<file path="src/rtl/seven_seg_scan_controller.sv">
// 4-digit multiplexed 7-segment driver: clamps a 14-bit binary value, converts it
// to BCD with an iterative double-dabble FSM, and scans the digits onto seg/an.
module seven_seg_scan_controller #(
    parameter int REFRESH_DIV = 50000,
    parameter bit SEG_ACT_LOW = 1'b1,
    parameter bit AN_ACT_LOW  = 1'b1
) (
    input  logic        clk,
    input  logic        reset,
    input  logic [13:0] value_in,
    input  logic        load,
    input  logic        blank_lz,
    input  logic        blank,
    output logic        busy,
    output logic [6:0]  seg,
    output logic [3:0]  an
);
    localparam int CNT_W = $clog2(REFRESH_DIV);

    typedef enum logic [1:0] {S_IDLE, S_CONVERT, S_COMMIT} state_t;

    state_t          state, state_nxt;
    logic [13:0]     bin_sr;
    logic [15:0]     bcd, bcd_adj;
    logic [3:0]      iter;
    logic [15:0]     digits;
    logic [13:0]     value_clamped;

    logic [CNT_W-1:0] refresh_cnt;
    logic [1:0]       idx;
    logic [3:0]       cur_digit;
    logic             lz_blank, dark;
    logic [6:0]       seg_hi;
    logic [3:0]       an_hi;

    assign value_clamped = (value_in > 14'd9999) ? 14'd9999 : value_in;
    assign busy          = (state != S_IDLE);

    // Double-dabble correction: any nibble >= 5 gets +3 before the shift.
    for (genvar i = 0; i < 4; i++) begin : g_adj
        assign bcd_adj[4*i +: 4] = (bcd[4*i +: 4] >= 4'd5) ? bcd[4*i +: 4] + 4'd3
                                                           : bcd[4*i +: 4];
    end

    always_ff @(posedge clk) begin
        if (reset) state <= S_IDLE;
        else       state <= state_nxt;
    end

    always_comb begin
        state_nxt = state;
        case (state)
            S_IDLE:    if (load) state_nxt = S_CONVERT;
            S_CONVERT: if (iter == 4'd13) state_nxt = S_COMMIT;
            S_COMMIT:  state_nxt = S_IDLE;
            default:   state_nxt = S_IDLE;
        endcase
    end

    always_ff @(posedge clk) begin
        if (reset) begin
            bin_sr <= '0;
            bcd    <= '0;
            iter   <= '0;
            digits <= '0;
        end else begin
            case (state)
                S_IDLE: if (load) begin
                    bin_sr <= value_clamped;
                    bcd    <= '0;
                    iter   <= '0;
                end
                S_CONVERT: begin
                    {bcd, bin_sr} <= {bcd_adj[14:0], bin_sr, 1'b0};
                    iter          <= iter + 4'd1;
                end
                S_COMMIT: digits <= bcd;
                default: ;
            endcase
        end
    end

    // Scanner runs free of the FSM; display only ever sees committed digits.
    always_ff @(posedge clk) begin
        if (reset) begin
            refresh_cnt <= '0;
            idx         <= '0;
        end else if (refresh_cnt == CNT_W'(REFRESH_DIV - 1)) begin
            refresh_cnt <= '0;
            idx         <= idx + 2'd1;
        end else begin
            refresh_cnt <= refresh_cnt + 1'b1;
        end
    end

    assign cur_digit = digits[{idx, 2'b00} +: 4];

    always_comb begin
        lz_blank = 1'b0;
        case (idx)
            2'd1:    lz_blank = (digits[15:4]  == 12'd0);
            2'd2:    lz_blank = (digits[15:8]  == 8'd0);
            2'd3:    lz_blank = (digits[15:12] == 4'd0);
            default: lz_blank = 1'b0;
        endcase
    end

    assign dark = blank | (blank_lz & lz_blank);

    always_comb begin
        seg_hi = 7'h00;
        case (cur_digit)
            4'd0: seg_hi = 7'h3F;
            4'd1: seg_hi = 7'h06;
            4'd2: seg_hi = 7'h5B;
            4'd3: seg_hi = 7'h4F;
            4'd4: seg_hi = 7'h66;
            4'd5: seg_hi = 7'h6D;
            4'd6: seg_hi = 7'h7D;
            4'd7: seg_hi = 7'h07;
            4'd8: seg_hi = 7'h7F;
            4'd9: seg_hi = 7'h6F;
            default: seg_hi = 7'h00;
        endcase
    end

    assign an_hi = dark ? 4'b0000 : (4'b0001 << idx);

    // Outputs are built active-high, then XOR'd into the pad polarity.
    always_ff @(posedge clk) begin
        if (reset) begin
            seg <= {7{SEG_ACT_LOW}};
            an  <= {4{AN_ACT_LOW}};
        end else begin
            seg <= (dark ? 7'h00 : seg_hi) ^ {7{SEG_ACT_LOW}};
            an  <= an_hi ^ {4{AN_ACT_LOW}};
        end
    end

endmodule

</file>
<file path="config.mk">
export PLATFORM = sky130hd
export DESIGN_NAME = seven_seg_scan_controller
export DESIGN_NICKNAME = d
export VERILOG_FILES = /design/src/rtl/seven_seg_scan_controller.sv
export SDC_FILE = /design/constraint.sdc
export NUM_CORES = 1
export LEC_CHECK = 0
export ABC_AREA = 1
export CORE_ASPECT_RATIO = 0.5
export CORE_UTILIZATION = 53
export DETAILED_ROUTE_END_ITERATION = 7
export PLACE_DENSITY = 0.76
export SLEW_MARGIN = 30
export SYNTH_ARGS = -nofsm -noshare
export SYNTH_HDL_FRONTEND = slang
export SYNTH_SLANG_ARGS = --single-unit
</file>
<file path="constraint.sdc">
create_clock -name clk -period 1.6 [get_ports clk]
set_input_delay 0.48 -clock clk [delete_from_list [all_inputs] [get_ports clk]]
set_output_delay 0.48 -clock clk [all_outputs]
set_load 0.01 [all_outputs]
</file>
# Word level (Yosys, flattened, before mapping)
# Memories as Yosys holds them, arrays and structs flattened.
# Index checks and enable logic that the tools add are counted.
[word_totals]
output_inout_bits = 12
in_bits = 19
ff_bits = 81
mem_count = 1
romBits = 112
elab_cells = 63
[classes]
n_lt_le_gt_ge = 5
n_addsub = 7
bitwise_logic = 4
n_mux = 17
n_reduce_logical = 9
shift = 2
n_eq_ne = 9
[memory_table]
columns = ["name", "words", "word_bits", "read_ports", "rd_clocked_by_memory_dff", "wr", "line_no", "source"]
rows = [
  ["(no name shown)", 16, 7, 1, 0, 0, "112", "case (cur_digit)"],
]
[ops]
columns = ["op", "n"]
rows = [
  ["$pmux 16 s2", 1],
  ["$mux 14", 2],
  ["$pmux 14 s2", 1],
  ["$mux 4", 5],
  ["$add 16x1->16 const B", 1],
  ["$eq 16x16->1 const B", 1],
  ["$ge 4x3->1 const B", 4],
  ["$mux 16", 1],
  ["$shiftx 16x5->4", 1],
  ["$gt 14x14->1 const B", 1],
  ["$add 4x2->4 const B", 3],
  ["$logic_not 12->1", 1],
  ["$logic_not 8->1", 1],
  ["$pmux 4 s2", 1],
  ["$mux 7", 1],
  ["$not 7->7", 1],
  ["$eq 2x2->1 const B", 3],
  ["$add 4x1->4 const B", 1],
  ["$eq 2x1->1 const B", 2],
  ["$eq 4x4->1 const B", 1],
  ["$logic_not 4->1", 1],
  ["$mux 2", 2],
  ["$ne 2x2->1 const B", 2],
  ["$not 4->4", 1],
  ["other kinds (12)", 14],
]

# Longest topological paths before layout
[logic_depth]
word_depth = 6
mapped_depth = 14
ltp_nobuf = 12

# Worst setup path before layout
# OpenSTA, ideal clock, no wires.
[synth_path]
path_type = "register to register"
start = "register idx[0]"
end = "register seg[6]"
period_less_slack_ns = 1.613
setup_time_ns = 0.123
slack_ns = -0.013
n_path_buf = 2
arrival_time_ns = 1.490
required_time_ns = 1.477
path_stages_with_launch = 15
cell_sequence = "dfxtp_1 > buf_6 > inv_2 > buf_6 > nand2_1 > nand3_1 > nand2_1 > inv_1 > ha_1 > inv_1 > nand3_1 > nand2_1 > nor2_1 > nor2_1 > nand2_1"
[synth_between]
elab_chain_len = 6
elab_cells_between_ends = 10
classes_between = "eq/ne: 3; shift: 1; mux: 2; bitwise: 3; memory: 1"
[synth_lines]
columns = ["element", "line_no", "source"]
rows = [
  ["start: declaration", "30", "logic [1:0] idx;"],
  ["start signal: assignment", "90", "idx <= idx + 2'd1;"],
  ["parallel branches: the longest is 4 deep, another holds $mem_v2 16x7", "n/a", ""],
  ["$mux 7 (*)", "135", "seg <= (dark ? 7'h00 : seg_hi) ^ {7{SEG_ACT_LOW}};"],
  ["$not 7->7 (no line) (*)", "n/a", ""],
  ["end signal: assignment", "132", "seg <= {7{SEG_ACT_LOW}};"],
  ["end signal: assignment", "135", ""],
  ["end: declaration", "15", "output logic [6:0] seg,"],
]
# Every way passes the cells marked *.
# A chain may end at the register's enable or synchronous reset.

# Worst setup path in the final report
[layout_path]
start = "register state[0]"
end = "output busy"
[layout_between]
elab_chain_len = 1
[layout_lines]
columns = ["element", "line_no", "source"]
rows = [
  ["start: declaration", "22", "state_t state, state_nxt;"],
  ["start signal: assignment", "47", "else state <= state_nxt;"],
  ["$reduce_bool 2->1", "37", "assign busy = (state != S_IDLE);"],
  ["end: declaration", "14", "output logic busy,"],
]
# No other way between the ends.

==> impl_metrics.py <==
metrics = {
    "logic_synthesis": {
        "syn_area_mm2": 0.00405,
        "synth_top_cell_by_area": "dfxtp_1",
        "synth-compound-area-share_pct": 14.4,
        "synth-seq-cells": 81,
        "synth_area_leaders": "dfxtp_1, nand2_1, a21oi_1",
        "synthCells": 572,
        "avgSynthCellArea_um2": 7.09,
        "synth_fa_ha_area_share_pct": 6.48,
        "synth_fp_nets": 612,
        "yosys.area_share.simple_pct": 29.4,
        "synth_top_family_by_area": "simple AND/OR/NAND/NOR gates",
        "ys.warnings.count": 0,
        "synthMuxAreaShare_pct": 0,
        "yosysUniqueCellTypes": 31,
        "synthXorXnorAreaFrac_pct": 1.30,
        "synth.yosys.seq_area_share_pct": 40.0,
        "synth_top_cell_area_share_pct": 40.0,
    },
    "status": {
        "violations": "DRC",
        "status": "complete, but fails checks",
    },
    "critical_path": {
        "cp_max_fo": 2,
        "worst_setup_path_start_kind": "register",
        "cp.required_ns": 1.12,
        "worstSetupPathType": "reg2out",
        "end_kind": "output port",
        "arrival_ns": 1.06,
        "crit_slowest_cell": "dfxtp_1",
        "slowest_delay_ns": 0.31,
        "crit_chain": "nor2_1 -> inv_1 -> clkdlybuf4s15_1",
    },
    "floorplan": {
        "coreArea_mm2": 0.00738,
        "row_count": 22,
        "dieArea_mm2": 0.00802,
        "initial_core_util_pct": 55.0,
        "die_height_um": 63.8,
        "die_x_um": 126,
        "io_pins": 31,
    },
    "global_route": {
        "grt_pass1_vias": 3369,
        "overflow": 0,
        "grt_pass1_wl_um": 14700,
        "grt_max_degree": 33,
        "grt_antenna_before_repair": 0,
        "grt_usage_pct": 22.7,
    },
    "finish": {
        "postLayoutCellArea_mm2": 0.00495,
        "fillCellCount": 655,
        "multi_input_area_mm2": 0.00212,
        "layout.nets": 667,
        "seq_area_mm2": 0.00163,
        "drive_gt1_share_pct": 13.0,
        "areaGrowthSynthToFinish_pct": 22.2,
        "antennaDiodeCount": 0,
    },
    "place": {
        "finalWeightedCongestion": 0.817,
        "dpl_cell_area_mm2": 0.00461,
        "dpl.hpwl_um": 5860,
        "io_buffers": 30,
        "preCtsSetupSlack_ns": -0.209,
    },
    "clock_network": {
        "numCtsBuffers": 9,
        "htreeDepth": 3,
        "clock-root-buffer": "clkbuf_16",
        "clk_latency_ns": 0.34,
        "path_clk_slew_ns": 0.06,
        "clkSinkCount": 81,
        "hold_buffers": 0,
        "cts_tree": "done",
        "clock_path_buffers": 2,
    },
    "routing": {
        "drtAntennaViolNets": 0,
        "drtPass1Iterations": 6,
        "drc": 2,
        "viasPerCell": 5.08,
        "drt_iter0_markers": 292,
        "dr_wl_met3_um": 423,
        "wire_per_inst_um": 11.5,
        "wl_um": 8360,
        "vias": 3691,
        "wl_met1_um": 4200,
        "wl_met2_um": 3670,
        "top_layer": "met4",
    },
    "job": {
        "maxCapViolCount": 0,
    },
    "timing": {
        "timing.final.crit_share_pct": 96.2,
        "clock_skew_ns": 0.00628,
        "slew_violations": 0,
        "setup_ws_ns": 0.0614,
        "hold_ws_ns": 0.451,
        "fmax_mhz": 650,
        "setup_viol": 0,
        "worst_pin_slew_ns": 0.287,
        "max-slew-margin-rel_pct": 80.8,
        "layout_min_cycle_time_ns": 1.54,
        "hold_viol": 0,
    },
    "hold_path": {
        "hold_path_class": "reg2reg",
    },
    "pwr": {
        "power.density_mw_per_mm2": 928,
        "leakage_nw": 2.09,
        "ir_drop_v": 0.000568,
    },
}
layout make-up:
class	instances	share of cell area, %
Clock buffer	12	4.97
Clock inverter	3	1.31
Inverter	63	4.87
Multi-Input combinational cell	409	42.8
Sequential cell	81	32.8
Tap cell	96	2.42
Timing Repair Buffer	63	10.9
flip-flops by register name (all words and copies together), names as in the netlist:
| register | flops |
|---|---|
| an | 4 |
| bcd | 16 |
| bin_sr | 14 |
| digits | 16 |
| idx | 2 |
| iter | 4 |
| refresh_cnt | 16 |
| seg | 7 |
| state | 2 |
repair_timing:
| item | 4_1_cts | 5_1_grt |
|---|---|---|
| setup buffers | 0 | 1 |
| pin swaps | 0 | 6 |
| setup endpoints to repair | 12 | 23 |
| resized for setup | 12 | 16 |
power by group:
group	total, mW	switching [mW]	leakage, nW	internal (mW)
combinational	0.339	0.184	1.28	0.156
clock	2.17	0.773	0.153	1.40
sequential	2.09	0.0242	0.659	2.07
total	4.60	0.981	2.09	3.62
cell families after synthesis:
kind of cell	after synthesis
compound gates	112
xor+xnor	6
fa+ha+maj	21
buf+inv	82
flops	81
simple gates	270
metrics by stage:
stage / cells / setup TNS (ns) / total power [mW] / utilization [%]
floorplan: 572 / 0 / 2.33 / -
global placement: 711 / -6.49 / 2.47 / 62.5
finish: 727 / 0 / 4.60 / 67.2
CTS: 726 / 0 / 4.63 / 66.5
global route: 727 / -0.0303 / 4.78 / 67.2
detailed placement: 711 / -7.28 / 2.48 / 62.5
path summary, 6_finish.rpt:
path,start,to,slack (ns),cells after the start
setup / recovery,state[0]$_SDFFE_PP0P_,busy,0.06,3
hold / removal,refresh_cnt[0]$_SDFF_PP0_,refresh_cnt[0]$_SDFF_PP0_,0.45,1
setup reg to reg,idx[0]$_SDFFE_PP0P_,seg[4]$_SDFF_PP1_,0.11,11
hold reg to reg,refresh_cnt[0]$_SDFF_PP0_,refresh_cnt[0]$_SDFF_PP0_,0.45,1
critical path, delay by kind of cell (launching register included):
family	cells	cell delay, ns
flops	1	0.31
buf+inv	2	0.29
simple gates	1	0.13
synthesized netlist by cell type (all sizes together):
cell / instances
a21oi: 59
ha: 21
or2: 7
nor2: 65
nand4: 10
nand3: 41
xnor2: 2
dfxtp: 81
o21ai: 43
a22oi: 2
a21boi: 5
a31oi: 1
and2: 1
nand2: 139
o32ai: 1
o211ai: 1
xor2: 4
buf: 10
clkbuf: 9
nor3: 6
inv: 63
nand3b: 1
cells in the final DEF (no fill, tap or decap), types with 18 or more instances in the layout:
cell type / synthesis / routed
a21oi_1: 59 / 59
buf_4: 1 / 32
clkdlybuf4s50_1: 0 / 18
dfxtp_1: 81 / 80
ha_1: 21 / 20
inv_1: 59 / 56
nand2_1: 130 / 128
nand3_1: 39 / 37
nor2_1: 61 / 61
o21ai_0: 43 / 43
metal layers:
layer,track usage [%],vias up
li1,-,1961
met5,0,-
met1,29.6,1630
met3,6.45,11
met4,6.55,0
met2,36.8,89
Power figures use the tool's default switching activity.
